File: src/rtl/reservation_station_if.sv
// Bundled dispatch, CDB snoop, issue and status signals of the reservation station.
// The RS itself connects through the slave modport; the surrounding pipeline uses master.
interface reservation_station_if #(
  parameter int ENT_NUM   = 2,
  parameter int ENT_SEL   = 1,
  parameter int TAG_W     = 6,
  parameter int DATA_W    = 32,
  parameter int PAYLOAD_W = 16
);
  logic                 i_disp_vld;
  logic [PAYLOAD_W-1:0] i_disp_payload;
  logic                 i_disp_src1_rdy;
  logic [TAG_W-1:0]     i_disp_src1_tag;
  logic [DATA_W-1:0]    i_disp_src1_data;
  logic                 i_disp_src2_rdy;
  logic [TAG_W-1:0]     i_disp_src2_tag;
  logic [DATA_W-1:0]    i_disp_src2_data;
  logic                 i_cdb0_vld;
  logic [TAG_W-1:0]     i_cdb0_tag;
  logic [DATA_W-1:0]    i_cdb0_data;
  logic                 i_cdb1_vld;
  logic [TAG_W-1:0]     i_cdb1_tag;
  logic [DATA_W-1:0]    i_cdb1_data;
  logic                 o_full;
  logic [ENT_SEL:0]     o_free_cnt;
  logic [ENT_NUM-1:0]   o_ready_vec;
  logic                 i_issue_vld;
  logic [ENT_SEL-1:0]   i_issue_sel;
  logic                 o_issue_vld;
  logic [PAYLOAD_W-1:0] o_issue_payload;
  logic [DATA_W-1:0]    o_issue_src1;
  logic [DATA_W-1:0]    o_issue_src2;
  logic                 i_flush;

  modport master (
    output i_disp_vld, i_disp_payload,
    output i_disp_src1_rdy, i_disp_src1_tag, i_disp_src1_data,
    output i_disp_src2_rdy, i_disp_src2_tag, i_disp_src2_data,
    output i_cdb0_vld, i_cdb0_tag, i_cdb0_data,
    output i_cdb1_vld, i_cdb1_tag, i_cdb1_data,
    output i_issue_vld, i_issue_sel, i_flush,
    input  o_full, o_free_cnt, o_ready_vec,
    input  o_issue_vld, o_issue_payload, o_issue_src1, o_issue_src2
  );

  modport slave (
    input  i_disp_vld, i_disp_payload,
    input  i_disp_src1_rdy, i_disp_src1_tag, i_disp_src1_data,
    input  i_disp_src2_rdy, i_disp_src2_tag, i_disp_src2_data,
    input  i_cdb0_vld, i_cdb0_tag, i_cdb0_data,
    input  i_cdb1_vld, i_cdb1_tag, i_cdb1_data,
    input  i_issue_vld, i_issue_sel, i_flush,
    output o_full, o_free_cnt, o_ready_vec,
    output o_issue_vld, o_issue_payload, o_issue_src1, o_issue_src2
  );
endinterface

File: src/rtl/reservation_station.sv
// Reservation station: holds dispatched insts until both operands arrive via CDB wakeup.
// Optional feature macro: RS_FLUSH_EN (i_flush clears all entries; ignored when undefined).
module reservation_station #(
  parameter int ENT_NUM   = 2,
  parameter int ENT_SEL   = 1,
  parameter int TAG_W     = 6,
  parameter int DATA_W    = 32,
  parameter int PAYLOAD_W = 16
) (
  input  logic                 clk,
  input  logic                 reset,
  reservation_station_if.slave rs
);

  logic [ENT_NUM-1:0]   valid_q, valid_d;
  logic [ENT_NUM-1:0]   src1Rdy_q, src1Rdy_d, src2Rdy_q, src2Rdy_d;
  logic [TAG_W-1:0]     src1Tag_q [ENT_NUM];
  logic [TAG_W-1:0]     src1Tag_d [ENT_NUM];
  logic [TAG_W-1:0]     src2Tag_q [ENT_NUM];
  logic [TAG_W-1:0]     src2Tag_d [ENT_NUM];
  logic [DATA_W-1:0]    src1Data_q [ENT_NUM];
  logic [DATA_W-1:0]    src1Data_d [ENT_NUM];
  logic [DATA_W-1:0]    src2Data_q [ENT_NUM];
  logic [DATA_W-1:0]    src2Data_d [ENT_NUM];
  logic [PAYLOAD_W-1:0] payload_q [ENT_NUM];
  logic [PAYLOAD_W-1:0] payload_d [ENT_NUM];

  logic [ENT_SEL:0]     freeCnt;
  logic [ENT_SEL-1:0]   freeIdx;
  logic [ENT_NUM-1:0]   readyVec;
  logic                 full;
  logic                 issueVld;
  logic                 dispAccept;
  logic                 flushNow;
  logic                 d1Hit0, d1Hit1, d2Hit0, d2Hit1;

`ifdef RS_FLUSH_EN
  assign flushNow = rs.i_flush;
`else
  assign flushNow = 1'b0;
`endif

  // Descending scan so the last hit left in freeIdx is the lowest free entry.
  always_comb begin
    freeCnt = '0;
    freeIdx = '0;
    for (int i = ENT_NUM - 1; i >= 0; i--) begin
      if (!valid_q[i]) begin
        freeCnt = freeCnt + (ENT_SEL + 1)'(1);
        freeIdx = ENT_SEL'(i);
      end
    end
  end

  assign full        = &valid_q;
  assign readyVec    = valid_q & src1Rdy_q & src2Rdy_q;
  assign issueVld    = rs.i_issue_vld & readyVec[rs.i_issue_sel] & ~flushNow;
  assign dispAccept  = rs.i_disp_vld & ~full;

  assign rs.o_full          = full;
  assign rs.o_free_cnt      = freeCnt;
  assign rs.o_ready_vec     = readyVec;
  assign rs.o_issue_vld     = issueVld;
  assign rs.o_issue_payload = payload_q[rs.i_issue_sel];
  assign rs.o_issue_src1    = src1Data_q[rs.i_issue_sel];
  assign rs.o_issue_src2    = src2Data_q[rs.i_issue_sel];

  assign d1Hit0 = rs.i_cdb0_vld && (rs.i_cdb0_tag == rs.i_disp_src1_tag);
  assign d1Hit1 = rs.i_cdb1_vld && (rs.i_cdb1_tag == rs.i_disp_src1_tag);
  assign d2Hit0 = rs.i_cdb0_vld && (rs.i_cdb0_tag == rs.i_disp_src2_tag);
  assign d2Hit1 = rs.i_cdb1_vld && (rs.i_cdb1_tag == rs.i_disp_src2_tag);

  always_comb begin
    valid_d    = valid_q;
    src1Rdy_d  = src1Rdy_q;
    src2Rdy_d  = src2Rdy_q;
    src1Tag_d  = src1Tag_q;
    src2Tag_d  = src2Tag_q;
    src1Data_d = src1Data_q;
    src2Data_d = src2Data_q;
    payload_d  = payload_q;

    for (int i = 0; i < ENT_NUM; i++) begin
      if (valid_q[i] && !src1Rdy_q[i]) begin
        if (rs.i_cdb0_vld && rs.i_cdb0_tag == src1Tag_q[i]) begin
          src1Rdy_d[i]  = 1'b1;
          src1Data_d[i] = rs.i_cdb0_data;
        end else if (rs.i_cdb1_vld && rs.i_cdb1_tag == src1Tag_q[i]) begin
          src1Rdy_d[i]  = 1'b1;
          src1Data_d[i] = rs.i_cdb1_data;
        end
      end
      if (valid_q[i] && !src2Rdy_q[i]) begin
        if (rs.i_cdb0_vld && rs.i_cdb0_tag == src2Tag_q[i]) begin
          src2Rdy_d[i]  = 1'b1;
          src2Data_d[i] = rs.i_cdb0_data;
        end else if (rs.i_cdb1_vld && rs.i_cdb1_tag == src2Tag_q[i]) begin
          src2Rdy_d[i]  = 1'b1;
          src2Data_d[i] = rs.i_cdb1_data;
        end
      end
    end

    if (issueVld) valid_d[rs.i_issue_sel] = 1'b0;

    // freeIdx comes from registered state, so a slot freed by issue this cycle is never reused here.
    if (dispAccept) begin
      valid_d[freeIdx]   = 1'b1;
      payload_d[freeIdx] = rs.i_disp_payload;
      src1Tag_d[freeIdx] = rs.i_disp_src1_tag;
      src2Tag_d[freeIdx] = rs.i_disp_src2_tag;
      src1Rdy_d[freeIdx] = rs.i_disp_src1_rdy | d1Hit0 | d1Hit1;
      src2Rdy_d[freeIdx] = rs.i_disp_src2_rdy | d2Hit0 | d2Hit1;
      src1Data_d[freeIdx] = rs.i_disp_src1_rdy ? rs.i_disp_src1_data :
                            d1Hit0 ? rs.i_cdb0_data :
                            d1Hit1 ? rs.i_cdb1_data : rs.i_disp_src1_data;
      src2Data_d[freeIdx] = rs.i_disp_src2_rdy ? rs.i_disp_src2_data :
                            d2Hit0 ? rs.i_cdb0_data :
                            d2Hit1 ? rs.i_cdb1_data : rs.i_disp_src2_data;
    end

    if (flushNow) valid_d = '0;
  end

  always_ff @(posedge clk) begin
    if (reset) begin
      valid_q   <= '0;
      src1Rdy_q <= '0;
      src2Rdy_q <= '0;
    end else begin
      valid_q    <= valid_d;
      src1Rdy_q  <= src1Rdy_d;
      src2Rdy_q  <= src2Rdy_d;
      src1Tag_q  <= src1Tag_d;
      src2Tag_q  <= src2Tag_d;
      src1Data_q <= src1Data_d;
      src2Data_q <= src2Data_d;
      payload_q  <= payload_d;
    end
  end

endmodule

File: src/flat_wrapper.sv
// flat-port wrapper written by rule: the top's interface ports become plain ports
module reservation_station_flat 
#(
  parameter int ENT_NUM   = 2,
  parameter int ENT_SEL   = 1,
  parameter int TAG_W     = 6,
  parameter int DATA_W    = 32,
  parameter int PAYLOAD_W = 16
)
  (clk, reset, rs_i_disp_vld, rs_i_disp_payload, rs_i_disp_src1_rdy, rs_i_disp_src1_tag, rs_i_disp_src1_data, rs_i_disp_src2_rdy, rs_i_disp_src2_tag, rs_i_disp_src2_data, rs_i_cdb0_vld, rs_i_cdb0_tag, rs_i_cdb0_data, rs_i_cdb1_vld, rs_i_cdb1_tag, rs_i_cdb1_data, rs_i_issue_vld, rs_i_issue_sel, rs_i_flush, rs_o_full, rs_o_free_cnt, rs_o_ready_vec, rs_o_issue_vld, rs_o_issue_payload, rs_o_issue_src1, rs_o_issue_src2);
  reservation_station_if #(.ENT_NUM(ENT_NUM), .ENT_SEL(ENT_SEL), .TAG_W(TAG_W), .DATA_W(DATA_W), .PAYLOAD_W(PAYLOAD_W)) rs_i ();
  input  logic clk;
  input  logic reset;
  input wire logic [$bits(rs_i.i_disp_vld)-1:0] rs_i_disp_vld;
  input wire logic [$bits(rs_i.i_disp_payload)-1:0] rs_i_disp_payload;
  input wire logic [$bits(rs_i.i_disp_src1_rdy)-1:0] rs_i_disp_src1_rdy;
  input wire logic [$bits(rs_i.i_disp_src1_tag)-1:0] rs_i_disp_src1_tag;
  input wire logic [$bits(rs_i.i_disp_src1_data)-1:0] rs_i_disp_src1_data;
  input wire logic [$bits(rs_i.i_disp_src2_rdy)-1:0] rs_i_disp_src2_rdy;
  input wire logic [$bits(rs_i.i_disp_src2_tag)-1:0] rs_i_disp_src2_tag;
  input wire logic [$bits(rs_i.i_disp_src2_data)-1:0] rs_i_disp_src2_data;
  input wire logic [$bits(rs_i.i_cdb0_vld)-1:0] rs_i_cdb0_vld;
  input wire logic [$bits(rs_i.i_cdb0_tag)-1:0] rs_i_cdb0_tag;
  input wire logic [$bits(rs_i.i_cdb0_data)-1:0] rs_i_cdb0_data;
  input wire logic [$bits(rs_i.i_cdb1_vld)-1:0] rs_i_cdb1_vld;
  input wire logic [$bits(rs_i.i_cdb1_tag)-1:0] rs_i_cdb1_tag;
  input wire logic [$bits(rs_i.i_cdb1_data)-1:0] rs_i_cdb1_data;
  input wire logic [$bits(rs_i.i_issue_vld)-1:0] rs_i_issue_vld;
  input wire logic [$bits(rs_i.i_issue_sel)-1:0] rs_i_issue_sel;
  input wire logic [$bits(rs_i.i_flush)-1:0] rs_i_flush;
  output wire logic [$bits(rs_i.o_full)-1:0] rs_o_full;
  output wire logic [$bits(rs_i.o_free_cnt)-1:0] rs_o_free_cnt;
  output wire logic [$bits(rs_i.o_ready_vec)-1:0] rs_o_ready_vec;
  output wire logic [$bits(rs_i.o_issue_vld)-1:0] rs_o_issue_vld;
  output wire logic [$bits(rs_i.o_issue_payload)-1:0] rs_o_issue_payload;
  output wire logic [$bits(rs_i.o_issue_src1)-1:0] rs_o_issue_src1;
  output wire logic [$bits(rs_i.o_issue_src2)-1:0] rs_o_issue_src2;
  assign rs_i.i_disp_vld = rs_i_disp_vld;
  assign rs_i.i_disp_payload = rs_i_disp_payload;
  assign rs_i.i_disp_src1_rdy = rs_i_disp_src1_rdy;
  assign rs_i.i_disp_src1_tag = rs_i_disp_src1_tag;
  assign rs_i.i_disp_src1_data = rs_i_disp_src1_data;
  assign rs_i.i_disp_src2_rdy = rs_i_disp_src2_rdy;
  assign rs_i.i_disp_src2_tag = rs_i_disp_src2_tag;
  assign rs_i.i_disp_src2_data = rs_i_disp_src2_data;
  assign rs_i.i_cdb0_vld = rs_i_cdb0_vld;
  assign rs_i.i_cdb0_tag = rs_i_cdb0_tag;
  assign rs_i.i_cdb0_data = rs_i_cdb0_data;
  assign rs_i.i_cdb1_vld = rs_i_cdb1_vld;
  assign rs_i.i_cdb1_tag = rs_i_cdb1_tag;
  assign rs_i.i_cdb1_data = rs_i_cdb1_data;
  assign rs_i.i_issue_vld = rs_i_issue_vld;
  assign rs_i.i_issue_sel = rs_i_issue_sel;
  assign rs_i.i_flush = rs_i_flush;
  assign rs_o_full = rs_i.o_full;
  assign rs_o_free_cnt = rs_i.o_free_cnt;
  assign rs_o_ready_vec = rs_i.o_ready_vec;
  assign rs_o_issue_vld = rs_i.o_issue_vld;
  assign rs_o_issue_payload = rs_i.o_issue_payload;
  assign rs_o_issue_src1 = rs_i.o_issue_src1;
  assign rs_o_issue_src2 = rs_i.o_issue_src2;
  reservation_station #(.ENT_NUM(ENT_NUM), .ENT_SEL(ENT_SEL), .TAG_W(TAG_W), .DATA_W(DATA_W), .PAYLOAD_W(PAYLOAD_W)) u_core (.clk(clk), .reset(reset), .rs(rs_i));
endmodule
File: config.mk
export PLATFORM = sky130hd
export DESIGN_NAME = reservation_station_flat
export DESIGN_NICKNAME = d
export VERILOG_FILES = /design/src/rtl/reservation_station_if.sv /design/src/rtl/reservation_station.sv /design/src/flat_wrapper.sv
export SDC_FILE = /design/constraint.sdc
export NUM_CORES = 1
export LEC_CHECK = 0
export ABC_CLOCK_PERIOD_IN_PS = 7070
export CAP_MARGIN = 30
export CORE_MARGIN = 4
export CORE_UTILIZATION = 47
export DETAILED_ROUTE_END_ITERATION = 6
export PLACE_DENSITY = 0.77
export SLEW_MARGIN = 20
export SYNTH_ARGS = -nofsm -noshare
export SYNTH_HDL_FRONTEND = slang
export SYNTH_SLANG_ARGS = --single-unit
export TNS_END_PERCENT = 30
File: constraint.sdc
create_clock -name clk -period 7.07 [get_ports clk]
set_input_delay 1.414 -clock clk [delete_from_list [all_inputs] [get_ports clk]]
set_output_delay 1.414 -clock clk [all_outputs]
set_load 0.02 [all_outputs]
Word level (Yosys, flattened, before mapping)
Index checks and enable logic that the tools add are counted.
{"block": "totals", "regBits": 190, "latchBits": 0, "mem_bits_rw": 0, "romBits": 0, "inputBits": 178, "out_inout_bits": 86, "elab_cells": 141, "mem_count": 0}
{"block": "classes", "addsub": 1, "multipliers": 0, "n_div": 0, "order_cmp": 7, "eq_ne": 12, "shifts": 0, "muxes": 68, "n_bitwise": 15, "reduce_logical": 25}
{"cell": "$mux W32", "count": 25}
{"cell": "$bwmux W64", "count": 2}
{"cell": "$mux W64", "count": 2}
{"cell": "$eq A6 B6 Y1", "count": 12}
{"cell": "$mux W16", "count": 4}
{"cell": "$bwmux W32", "count": 1}
{"cell": "$demux W32 S1", "count": 1}
{"cell": "$bwmux W12", "count": 2}
{"cell": "$logic_and A1 B1 Y1", "count": 19}
{"cell": "$mux W1", "count": 19}
{"cell": "$demux W16 S1", "count": 1}
{"cell": "$mux W2", "count": 5}
{"cell": "$and A2 B2 Y2", "count": 3}
{"cell": "$demux W6 S1", "count": 1}
{"cell": "$mux W6", "count": 1}
{"cell": "$bwmux W2", "count": 2}
{"cell": "$ge A2 B2 Y1 const B", "count": 2}
{"cell": "$logic_not A1 Y1", "count": 4}
{"cell": "$lt A1 B2 Y1 const B", "count": 2}
{"cell": "$not A1 Y2", "count": 2}
{"cell": "$or A1 B1 Y1", "count": 4}
{"cell": "$reduce_and A2 Y1", "count": 2}
{"cell": "$add A1 B1 Y2 const B", "count": 1}
{"cell": "$and A1 B1 Y1", "count": 2}
{"cell": "6 further kinds", "count": 9}

Logic depth before layout (Yosys ltp)
{"block": "depth", "word_depth": 9, "depth_mapped": 10, "depth_no_buf": 7}

Worst setup path after synthesis
OpenSTA, ideal clock, no wires.
{"block": "synth_path", "path_type": "in2reg", "startpoint": "input port reset", "endpoint": "register u_core.src1Rdy_q[0]", "setup_time_ns": 0.081, "t_arrival_ns": 4.347, "required_ns": 6.989, "path_slack_ns": 2.642, "path_stages": 3, "path_buffers": 0, "cell_sequence": "inv_1 o31ai_1 a21oi_1"}
{"element": "start, declared", "line": "flat_wrapper.sv:13", "text": "input logic reset;"}
{"element": "end signal, assigned", "line": "reservation_station.sv:132", "text": "src1Rdy_q <= src1Rdy_d;"}
{"element": "end, declared", "line": "reservation_station.sv:16", "text": "logic [ENT_NUM-1:0] src1Rdy_q, src1Rdy_d, src2Rdy_q, src2Rdy_d;"}

Final worst setup path
{"block": "layout_path", "startpoint": "input port rs_i_issue_sel", "endpoint": "output port rs_o_issue_src2[21]"}
{"block": "layout_via", "elab_chain_len": 4}
{"element": "start, declared", "line": "flat_wrapper.sv:29", "text": "input wire logic [$bits(rs_i.i_issue_sel)-1:0] rs_i_issue_sel;"}
{"element": "$not A1 Y2 (implied by the code)", "line": "reservation_station.sv:66", "text": "assign rs.o_issue_src2 = src2Data_q[rs.i_issue_sel];"}
{"element": "$mux W32 (implied by the code) (3 in a row)", "line": "reservation_station.sv:66"}
{"element": "end, declared", "line": "flat_wrapper.sv:37", "text": "output wire logic [$bits(rs_i.o_issue_src2)-1:0] rs_o_issue_src2;"}
Every way passes these cells. The select of a mux whose other input is x is not followed.

==> reports/results.tsv <==
metric	value	unit
CP bufs+invs	3	
Rows	62	
CTS root buf	clkbuf_16	
Worst Skew	18.2	ps
dpl hpwl	33400	µm
Switch Pwr	1030	µW
Congestion Overflow GR	0	
# port buffers	262	
chip height	181	µm
Setup Viol. Count Final	0	
Syn. warnings	0	
maximum VDD drop	0.000150	V
first-pass GRT wire length	78200	µm
family with the most delay on the worst path	buffers and inverters	
Initial Utilization	0.482	
Pre-antenna DRT Iters	6	
Sw Share	0.316	
synthesis-to-layout area growth	26.1	%
largest net degree at the start of global routing	80	
post-cts resize count	0	
worst-margin pin slew	1040	ps
Total GRT Usage	0.300	
critical path, cell by cell	buf_4 -> buf_4 -> mux2_2 -> clkdlybuf4s50_1	
Post-synth ARST share	0	
sequential share of the synthesized area	0.403	
mapped cell area	14000	µm²
PD cells	184	nW/µm²
fraction of layout cells with a size suffix above 1	0.126	
FILL cells	2435	
Post-Syn Nets	1641	
status	complete, no violations	
sequential power share	0.430	
register bit total from synthesis	190	
Yosys cell types	62	
final wirelength	52100	µm
most area-consuming cells after synthesis	edfxtp_1 39%, mux2_2 8.3%, a221o_1 6.0%, mux2i_1 4.9%, nor3_1 3.6%	
clk buf depth	2	
minimum clock period	5050	ps
crit path kind	in -> out	
Logic pwr share	0.252	
Die X	181	µm
clock-pin slew on the worst setup and hold paths	80	ps
EDFF count, synth	184	
clock share of power	0.318	
critical path peak fanout	71	
Final Max Tran Viols	0	
Critical Path Most Common Cell	buf_4	
initial antenna violation count	2	
drt initial violations	1963	
cell internal pwr	2230	µW
CP startpoint kind	input port	
final-report hold violation count	0	
clk_lat worst skew	450	ps
Crit. End Element	output pin	
Main synth FF type	edfxtp_1	
RSZ-0062 raised after global routing	no	
vias per cell	6.81	
core area	29000	µm²
total CTS buffers	17	
GP Congestion	0.964	
Wirelength per Cell	25.4	µm
clk sink count	190	
Final period util	0.714	
# nets final	1831	
Leak	0.00592	µW
die area	32600	µm²
post-route setup TNS	0	ps
Gate Count Post-Synth	1460	
HP Class	reg -> reg	
slew margin rel.	0.304	
CTS tree	done	
# hold bufs at CTS	0	
leading area contributor after synthesis	edfxtp_1	
CTS HTree Levels	4	
Max Cap Viol	0	
# Post-CTS Setup Buffers	0	
area share of the largest cell type after synthesis	0.395	
CP arrival	3630	ps
Final Util	0.608	
vias in the first global route	13700	
Avg Inst Size Synth	9.58	µm²
IO Pins	264	
DRC	0	
DR vias	14000	
Max stage delay on crit path	740	ps
Worst Path Required	5660	ps
slowest CP cell	buf_4	
Antenna Nets Post-Route	0	
fmax	198	MHz
==> metal layers <==
layer / global-route usage / up-vias / routed length (µm)
li1: - / 6015 / -
met2: 0.478 / 1179 / 24000
met3: 0.0769 / 195 / 6590
met5: 0 / - / 0
met4: 0.136 / 0 / 2060
met1: 0.386 / 6569 / 19500
==> worst register-to-register path, delay by kind of cell, from the launching register on <==
kind	cells	cell delay, ps
adders and majority gates	1	280
DFF	1	380
buffers and inverters	3	1130
AOI/OAI and AO/OA	2	310
and+or+nand+nor	2	1150
==> area by class of cell <==
| cell class | count | area [µm²] | share of cell area |
|---|---|---|---|
| clock buffer | 17 | 425 | 0.0241 |
| clock inverter | 15 | 206 | 0.0117 |
| inverter | 52 | 198 | 0.0112 |
| tap | 384 | 480 | 0.0272 |
| antenna | 2 | 5.00 | 0.000284 |
| timing repair buffer | 306 | 3070 | 0.174 |
| sequential | 190 | 5650 | 0.320 |
| multi-input combinational | 1083 | 7620 | 0.432 |
==> power groups by stage <==
stage / sequential [µW] / combinational [µW] / clock, µW
final: 1400 / 821 / 1040
after global routing: 1410 / 857 / 1090
after CTS: 1400 / 797 / 1040
after detailed placement: 1420 / 792 / 0
after global placement: 1420 / 779 / 0
after floorplan: 1410 / 437 / 0
==> synth_stat cells (all sizes together) (24+ instances only) <==
library cell and count:
xor2 26, or3 28, o22ai 54, a221o 84, mux2i 69, xnor2 46
nand3 30, nand2 76, edfxtp 184, clkbuf 80, nor3 102, nor2 97
buf 55, o221ai 24, inv 52, o21a 51, a31oi 36, a21oi 83
o21ai 92, mux2 103
==> per-stage QoR <==
step | area [µm²] | cells | power (µW) | setup WS [ps] | hold WS [ps]
finish | 17600 | 2049 | 3260 | 2020 | 532
floorplan | 14000 | 1460 | 1850 | 2640 | 493
detailed placement | 16900 | 2010 | 2210 | 2050 | 515
global route | 17600 | 2049 | 3350 | 1980 | 582
CTS | 17500 | 2042 | 3230 | 2050 | 524
global placement | 16800 | 2006 | 2190 | 2060 | 505
==> path summary, 6_finish.rpt <==
check	startpoint	end	slack, ps	cells past startpoint
worst max-delay path	rs_i_issue_sel	rs_o_issue_src2[21]	2020	4
worst min-delay path	u_core.src1Rdy_q[0]	u_core.src1Rdy_q[0]	530	2
worst max register to register	u_core.valid_q[1]	u_core.src1Data_q[29]	3700	8
worst min register to register	u_core.src1Rdy_q[0]	u_core.src1Rdy_q[0]	530	2
==> cell usage in the layout (no fill, tap or decap), types with 69 or more instances in the layout <==
master | synthesis | final
clkdlybuf4s50_1 | 0 | 261
edfxtp_1 | 184 | 184
nor2_1 | 95 | 89
nor3_1 | 101 | 99
mux2i_1 | 69 | 69
a21oi_1 | 81 | 80
nand2_1 | 76 | 76
o21ai_0 | 91 | 91
mux2_2 | 103 | 103
a221o_1 | 84 | 84
==> cell families (layout without fill, tap and decap cells) <==
| family | after synthesis | after routing | synth area share |
|---|---|---|---|
| AOI/OAI and AO/OA | 457 | 457 | 0.225 |
| xor gates and xnor gates | 72 | 72 | 0.0456 |
| adders and majority gates | 3 | 3 | 0.00268 |
| buffers and inverters | 187 | 390 | 0.0569 |
| DFF | 190 | 190 | 0.403 |
| muxes | 172 | 172 | 0.132 |
| other | 0 | 2 | 0 |
| and+or+nand+nor | 379 | 379 | 0.134 |
==> state kept, by name, summed over array words and instances, names as in the netlist <==
register / count
u_core.payload_q: 32
u_core.src1Data_q: 64
u_core.src1Rdy_q: 2
u_core.src1Tag_q: 12
u_core.src2Data_q: 64
u_core.src2Rdy_q: 2
u_core.src2Tag_q: 12
u_core.valid_q: 2
No activity file was read; power rests on OpenSTA's default activity.
